--- src/rtl/reorder_pkg.sv ---
// reorder_pkg: shared types and defaults for the packet reorder buffer blocks
package reorder_pkg;
  typedef enum logic [1:0] {IDLE, FWD, DROP} fwd_state_t;
  localparam int DEF_TAG_WIDTH = 6;
  localparam int DEF_CIRCULAR_BUFFER_SIZE = 50;
  localparam int DEF_DATA_WIDTH = 64;
  localparam int DEF_MAX_TDATA_PER_PACKET = 256;
  localparam logic [1:0] PKT_ACCEPT = 2'b11;
  localparam logic [1:0] PKT_REJECT = 2'b01;
endpackage

--- src/rtl/axis_out_reg.sv ---
// axis_out_reg: one-deep valid/ready holding register; a new load wins over a drain
module axis_out_reg #(
  parameter int WIDTH = 71
) (
  input  logic             clk,
  input  logic             rst,
  input  logic             load,
  input  logic [WIDTH-1:0] payload,
  input  logic             ready,
  output logic [WIDTH-1:0] data,
  output logic             valid,
  output logic             free
);
  assign free = !valid || ready;
  // hold the beat until the consumer takes it; reload directly when a new beat arrives
  always_ff @(posedge clk or negedge rst) begin
    if (!rst) begin
      data  <= '0;
      valid <= 1'b0;
    end else if (load) begin
      data  <= payload;
      valid <= 1'b1;
    end else if (ready) begin
      valid <= 1'b0;
    end
  end
endmodule

--- src/rtl/reorder_tag_forwarder.sv ---
// reorder_tag_forwarder: tags incoming packets with wrapping reorder tags and forwards beats, truncating oversize packets
module reorder_tag_forwarder
  import reorder_pkg::*;
#(
  parameter int TAG_WIDTH            = DEF_TAG_WIDTH,
  parameter int CIRCULAR_BUFFER_SIZE = DEF_CIRCULAR_BUFFER_SIZE,
  parameter int DATA_WIDTH           = DEF_DATA_WIDTH,
  parameter int MAX_TDATA_PER_PACKET = DEF_MAX_TDATA_PER_PACKET
) (
  input  logic                  clk,
  input  logic                  rst,
  input  logic [DATA_WIDTH-1:0] s_TDATA,
  input  logic                  s_TLAST,
  input  logic                  s_TVALID,
  output logic                  s_TREADY,
  input  logic                  fwd_rdy,
  output logic [DATA_WIDTH-1:0] buffer_TDATA,
  output logic [TAG_WIDTH-1:0]  reorder_tag,
  output logic                  buffer_TLAST,
  output logic                  buffer_TVALID,
  input  logic                  buffer_TREADY,
  output logic                  tag_alloc_valid,
  output logic [TAG_WIDTH-1:0]  tag_alloc,
  output logic [15:0]           trunc_count
);
  localparam int CNT_W = $clog2(MAX_TDATA_PER_PACKET) + 1;
  localparam int PW = DATA_WIDTH + TAG_WIDTH + 1;
  fwd_state_t state;
  logic [TAG_WIDTH-1:0] next_tag;
  logic [TAG_WIDTH-1:0] tag_inc;
  logic [CNT_W-1:0] beat_cnt;
  logic out_free;
  logic accept;
  logic load;
  logic trunc;
  logic last_out;
  // s_TREADY is held low while reset is asserted, even though fwd_rdy may be high
  assign s_TREADY = rst && (state == IDLE ? fwd_rdy && out_free : state == FWD ? out_free : 1'b1);
  assign accept   = s_TVALID && s_TREADY;
  assign load     = accept && state != DROP;
  assign trunc    = state == FWD && accept && !s_TLAST && beat_cnt == CNT_W'(MAX_TDATA_PER_PACKET - 1);
  assign last_out = s_TLAST || trunc;
  assign tag_inc  = next_tag == TAG_WIDTH'(CIRCULAR_BUFFER_SIZE - 1) ? '0 : next_tag + 1'b1;
  axis_out_reg #(.WIDTH(PW)) u_obuf (
    .clk     (clk),
    .rst     (rst),
    .load    (load),
    .payload ({s_TDATA, next_tag, last_out}),
    .ready   (buffer_TREADY),
    .data    ({buffer_TDATA, reorder_tag, buffer_TLAST}),
    .valid   (buffer_TVALID),
    .free    (out_free)
  );
  // packet FSM, tag issue, beat counting and truncation statistics
  always_ff @(posedge clk or negedge rst) begin
    if (!rst) begin
      state           <= IDLE;
      next_tag        <= '0;
      beat_cnt        <= '0;
      trunc_count     <= '0;
      tag_alloc_valid <= 1'b0;
      tag_alloc       <= '0;
    end else begin
      tag_alloc_valid <= accept && state == IDLE;
      if (accept && state == IDLE) tag_alloc <= next_tag;
      if (load && last_out) next_tag <= tag_inc;
      if (trunc && trunc_count != 16'hFFFF) trunc_count <= trunc_count + 1'b1;
      if (accept) begin
        beat_cnt <= state == IDLE ? CNT_W'(1) : state == FWD ? beat_cnt + 1'b1 : beat_cnt;
        state    <= s_TLAST ? IDLE : state == IDLE ? FWD : (trunc || state == DROP) ? DROP : FWD;
      end
    end
  end
endmodule
--- config.mk ---
export PLATFORM = sky130hd
export DESIGN_NAME = reorder_tag_forwarder
export DESIGN_NICKNAME = d
export VERILOG_FILES = /design/src/rtl/reorder_pkg.sv /design/src/rtl/axis_out_reg.sv /design/src/rtl/reorder_tag_forwarder.sv
export SDC_FILE = /design/constraint.sdc
export NUM_CORES = 1
export LEC_CHECK = 0
export BUFFER_PORTS_ARGS = -buffer_cell sky130_fd_sc_hd__buf_4
export CAP_MARGIN = 20
export CORE_MARGIN = 8
export CORE_UTILIZATION = 44
export CTS_CLUSTER_DIAMETER = 120
export CTS_CLUSTER_SIZE = 30
export DETAILED_ROUTE_END_ITERATION = 6
export GPL_ROUTABILITY_DRIVEN = 0
export PLACE_DENSITY = 0.77
export SLEW_MARGIN = 10
export SYNTH_ARGS = -nofsm -noshare
export SYNTH_HDL_FRONTEND = slang
export SYNTH_SLANG_ARGS = --single-unit
--- constraint.sdc ---
create_clock -name clk -period 4 [get_ports clk]
set_input_delay 0.8 -clock clk [delete_from_list [all_inputs] [get_ports clk]]
set_output_delay 0.8 -clock clk [all_outputs]
set_load 0.005 [all_outputs]
# Yosys cells after proc, flatten, opt, wreduce, memory -nomap -nowiden
# Index checks and enable logic that the tools add are counted.
[totals]
register_bits = 112
input_bits = 70
output_inout_bits = 96
elab_cells = 46
[op_classes]
addsub = 3
n_eq_ne = 6
n_mux = 10
reduce_logical = 19
[ops]
columns = ["cell", "n"]
rows = [
  ["$mux 9", 2],
  ["$add 16x1->16 const B", 1],
  ["$ne 16x16->1 const B", 1],
  ["$logic_and 1x1->1", 10],
  ["$add 9x1->9 const B", 1],
  ["$eq 9x8->1 const B", 1],
  ["$add 6x1->6 const B", 1],
  ["$eq 6x6->1 const B", 1],
  ["$mux 2", 3],
  ["$mux 6", 1],
  ["$mux 1", 4],
  ["$reduce_bool 2->1", 2],
  ["$logic_or 1x1->1", 3],
  ["$eq 2x1->1 const B", 1],
  ["$eq 2x2->1 const B", 1],
  ["$logic_not 1->1", 2],
  ["$logic_not 2->1", 1],
  ["$ne 2x2->1 const B", 1],
  ["$reduce_and 2->1", 1],
]

# Longest topological paths before layout
[logic_depth]
ltp_word = 13
depth_mapped = 10
ltp_nobuf = 10

# By module
# From an unflattened synthesis, not the netlist that was laid out.
[hier_totals]
hier_cells = 351
hier_area_um2 = 5123.7
[by_module_without_submodules]
columns = ["module", "instances", "cells_per_inst", "area_per_inst_um2", "seq_area_each_um2"]
rows = [
  ["axis_out_reg", 1, 153, 3024.2, 1801.7],
  ["reorder_tag_forwarder", 1, 198, 2099.5, 1001.0],
]

# Worst setup path after synthesis
# Ideal clock, no wire load.
[synth_path]
path_type = "reg-to-reg"
start = "register beat_cnt[0]"
end = "register trunc_count[1]"
setup_time_ns = 0.125
t_arrival_ns = 2.207
required_time_ns = 3.875
path_slack_ns = 1.669
path_stages_with_launch = 10
n_path_buf = 0
period_less_slack_ns = 2.331
path_cell_list = "dfrtp_1 ha_1 nand2_1 nor2_1 and3_1 ha_1 nand2_1 or4_4 a41oi_2 mux2_2"
[synth_between]
elab_chain_cells = 3
[synth_rtl]
columns = ["item", "line_no", "text"]
rows = [
  ["from (decl)", "reorder_tag_forwarder.sv:31", "logic [CNT_W-1:0] beat_cnt;"],
  ["from (signal assigned)", "reorder_tag_forwarder.sv:69", "beat_cnt <= state == IDLE ? CNT_W'(1) : state == FWD ? beat_cnt + 1'b1 : beat_cnt;"],
  ["$eq 9x8->1", "reorder_tag_forwarder.sv:41", "assign trunc = state == FWD && accept && !s_TLAST && beat_cnt == CNT_W'(MAX_TDATA_PER_PACKET - 1);"],
  ["$logic_and 1x1->1", "reorder_tag_forwarder.sv:41", ""],
  ["$logic_and 1x1->1", "reorder_tag_forwarder.sv:67", "if (trunc && trunc_count != 16'hFFFF) trunc_count <= trunc_count + 1'b1;"],
  ["to (signal assigned)", "reorder_tag_forwarder.sv:67", ""],
  ["to (decl)", "reorder_tag_forwarder.sv:24", "output logic [15:0] trunc_count"],
]
# No other way between the ends.
# A chain may end at the register's enable or synchronous reset.

# Final worst setup path
[layout_path]
start = "register beat_cnt[0]"
end = "register trunc_count[9]"
# The elaborated chain is that of the path after synthesis.

==> impl_summary.md <==
Outcome
The flow ran to the end, and the final reports show no timing, DRC or antenna violations.

Clock tree
The clock sink count is 112. Buffers inserted to repair hold after CTS numbered 0. No sink is reached through more buffers than the 2 on the longest clock path. Clock tree synthesis selected as its root buffer the cell sky130_fd_sc_hd__clkbuf_8.

TritonCTS built the clock tree. The post-cts repair resize count is 0. CTS built an H-tree with a depth of 3.

The number of clock buffers added by TritonCTS is 9. After clock tree synthesis, the clock-pin slew on the worst setup and hold paths is 0.10 ns. The number of buffers inserted by post-CTS setup repair is 0. The clock insertion delay at the later pin of the skew report is 0.35 ns.

Setup path
The worst setup path is of the reg -> reg kind. The kind of end point of the critical path is a register. The data required time at the worst endpoint is 4.23 ns.

The worst register-to-register path begins at beat_cnt[0]. The arrival time of the worst setup path is 2.85 ns. Tracing the worst setup path back leads to its startpoint at beat_cnt[0]. In this run the register-to-register setup slack is 1.37 ns. The nature of the critical path startpoint is a register. Of all nets on the critical path, the largest fanout is 5.

Floorplanning
The region available for standard cell placement spans 10,300 um^2. After floorplanning, the core was divided into 37 placement rows. The horizontal die dimension is 118 um.

The die covers 14,000 um^2. The starting density of the core is 44.9%. The number of top-level pins is 166. The die extent in y is 118 um.

Final layout
The finished cells cover 6190 um^2. From synthesis to final layout, the design area changed by 34.1%. The post-layout net count is 577.

Leaving out fill and tap cells, the most frequent cell in the layout is sky130_fd_sc_hd__buf_4. The antenna diode instance count is 0. The non-filler instance count after layout is 643. The multi-input logic area is 1740 um^2. The register area is 2800 um^2. The filler cells instantiated in the layout total 875.

In the layout the commonest cells are 166 x sky130_fd_sc_hd__buf_4, 112 x sky130_fd_sc_hd__dfrtp_1, 78 x sky130_fd_sc_hd__mux2_2. The post-route netlist has 52.7% of its cells at a drive strength greater than 1.

STA
In this run the tightest slew margin relative to its limit is 43.9%. At the pin with the least slew margin, the transition time is 0.835 ns. The clock arrives with 0.0112 ns of skew. The final-report max-slew violation count was 0. Setup violations remaining at the end of the flow were counted as 0.

Dividing the final minimum period by the clock period gives 65.6%. Setup repair after global routing left no endpoint under its margin. The maximum frequency from static timing analysis is 0.381 GHz. The final-report hold violation count came to 0. The minimum clock period after layout is 2.63 ns.

In the final timing run, aggregate negative setup slack is 0 ns.

Synth
The number of flops mapped to enable cells by yosys is 0. The Yosys warning count is 0. After synthesis, the share of flip-flops with an asynchronous set or reset is 100%. After synthesis, the netlist uses 38 different library cells.

The post-synthesis instance total is 335. After synthesis, flip-flops and latches occupy 60.7% of the total area. The net count of the mapped netlist is 410. The most used flip-flop cell after synthesis is sky130_fd_sc_hd__dfrtp_1. Each instance of the synthesized netlist takes up on average 13.8 um^2. The number of synthesized register bits is 112. The post-synthesis cell area is 4610 um^2.

Power
The worst ir drop on vdd is 0.274 mV. The power density normalized to cell area is 502 nW/um^2. The leakage power is 2.91 nW.

Detailed routing
The count of nets left with antenna violations once routing finished came out at 0. Detailed routing inserted a total of 3,204 vias. After detailed routing, the number of remaining DRC violations is 0. The first detailed-routing pass took 4 iterations. After the first detailed-routing iteration, the DRC count stood at 149. The routed wire length is 10,600 um. Using the TritonRoute via totals, the vias-per-cell ratio works out to 4.98.

The routed length per placed instance is 16.6 um.

GRT
Across every metal layer, demand over resource in global routing totals 15.1%. The initial antenna violation count is 0. The first-pass GRT wire length is 17,400 um. The aggregate global routing overflow is 0.

The number of global-route vias before repair is 3,455. The maximum number of pins on one net before global-route repair is 84.

Placement
The number of I/O port buffers is 165. The total cell area at the placement stage is 5990 um^2. The wire-length estimate of the detail-placed layout is 8100 um.

The cell total after placement is 626.

Hold path
The worst hold-check path type is in -> async.

Job
The tool flagged a number of max-cap violations equal to 0.
[final timing paths]
kind                                         to  cells after the start
worst max-delay path             trunc_count[9]                     10
worst min-delay path            trunc_count[13]                      1
worst max register to register   trunc_count[9]                     10
worst min register to register   u_obuf.data[0]                      1
max in group asynchronous       u_obuf.data[45]                      3
min in group clk                 u_obuf.data[0]                      1
[logic make-up (layout without fill, tap and decap cells)]
logic type	after synthesis	count (layout)	share of synthesized area (%)
AO/OA/AOI/OAI	19	19	3.42
multiplexers	80	80	19.5
flip-flops	112	112	60.7
XOR/XNOR	20	20	3.80
AND/OR/NAND/NOR	84	84	9.76
adder cells (fa/ha/maj)	5	5	1.36
buffers and inverters	15	187	1.46
[synthesized netlist by cell type (2+ instances only)]
library cell                 n  area, um^2
sky130_fd_sc_hd__a22o_1      2        17.5
sky130_fd_sc_hd__and3_1      4        25.0
sky130_fd_sc_hd__buf_2       9        45.0
sky130_fd_sc_hd__clkbuf_1    3        11.3
sky130_fd_sc_hd__dfrtp_1   112        2800
sky130_fd_sc_hd__ha_1        5        62.6
sky130_fd_sc_hd__inv_1       3        11.3
sky130_fd_sc_hd__mux2_2     78         878
sky130_fd_sc_hd__mux2i_1     2        20.0
sky130_fd_sc_hd__nand2_1    18        67.6
sky130_fd_sc_hd__nand2b_1    2        12.5
sky130_fd_sc_hd__nand3_1    14        70.1
sky130_fd_sc_hd__nand3b_1    3        22.5
sky130_fd_sc_hd__nand4_1     8        50.1
sky130_fd_sc_hd__nor2_1     18        67.6
sky130_fd_sc_hd__nor2b_1     3        18.8
sky130_fd_sc_hd__nor3_1      2        10.0
sky130_fd_sc_hd__nor3_2      2        20.0
sky130_fd_sc_hd__nor4_1      2        12.5
sky130_fd_sc_hd__o21ai_0     8        40.0
sky130_fd_sc_hd__or3_1       2        12.5
sky130_fd_sc_hd__xnor2_1    16         140
sky130_fd_sc_hd__xor2_1      4        35.0
[metrics by stage]
step	hold WS (ns)	setup slack, ns	total power [W]	utilization (%)
floorplan	0.466	1.67	0.00198	-
global placement	0.468	1.15	0.00253	58.3
detailed placement	0.471	1.04	0.00257	58.3
CTS	0.361	1.39	0.00317	59.9
global route	0.375	1.16	0.00331	60.2
finish	0.370	1.37	0.00311	60.2
[cell type report]
class	instances	share of cell area, %
sequential	112	45.3
multi-input combinational	208	28.2
timing repair buffer	168	20.9
tap	136	2.75
clock buffer	12	2.18
clock inverter	4	0.505
inverter	3	0.182
[critical path: stages (launching register included)]
cell	delay [ns]
sky130_fd_sc_hd__dfrtp_1	0.41
sky130_fd_sc_hd__ha_1	0.24
sky130_fd_sc_hd__nand2_1	0.07
sky130_fd_sc_hd__nor2_1	0.14
sky130_fd_sc_hd__and3_1	0.18
sky130_fd_sc_hd__ha_1	0.14
sky130_fd_sc_hd__nand2_1	0.08
sky130_fd_sc_hd__or4_4	0.50
sky130_fd_sc_hd__a2111oi_4	0.43
sky130_fd_sc_hd__nand4_1	0.17
sky130_fd_sc_hd__xnor2_1	0.15
[routing by layer]
metal / track usage (%) / wire length [um] / up-vias
met5: 0 / 0 / -
met4: 5.45 / 161 / 0
met3: 4.90 / 767 / 12
met2: 25.9 / 5460 / 102
met1: 17.3 / 4260 / 1581
li1: - / - / 1509
[state kept, by name, indices dropped and copies added, names as in the netlist]
| name | count |
|---|---|
| beat_cnt | 9 |
| u_obuf.data | 71 |
| trunc_count | 16 |
| state | 2 |
| tag_alloc_valid | 1 |
| next_tag | 6 |
| u_obuf.valid | 1 |
| tag_alloc | 6 |
[power by group]
part	switching, W	leakage [nW]	internal, W
Combinational	0.000326	1.46	0.000588
Sequential	0.000197	1.38	0.00142
Clock	0.000349	0.0728	0.000229
No activity file was read; power rests on OpenSTA's default activity.
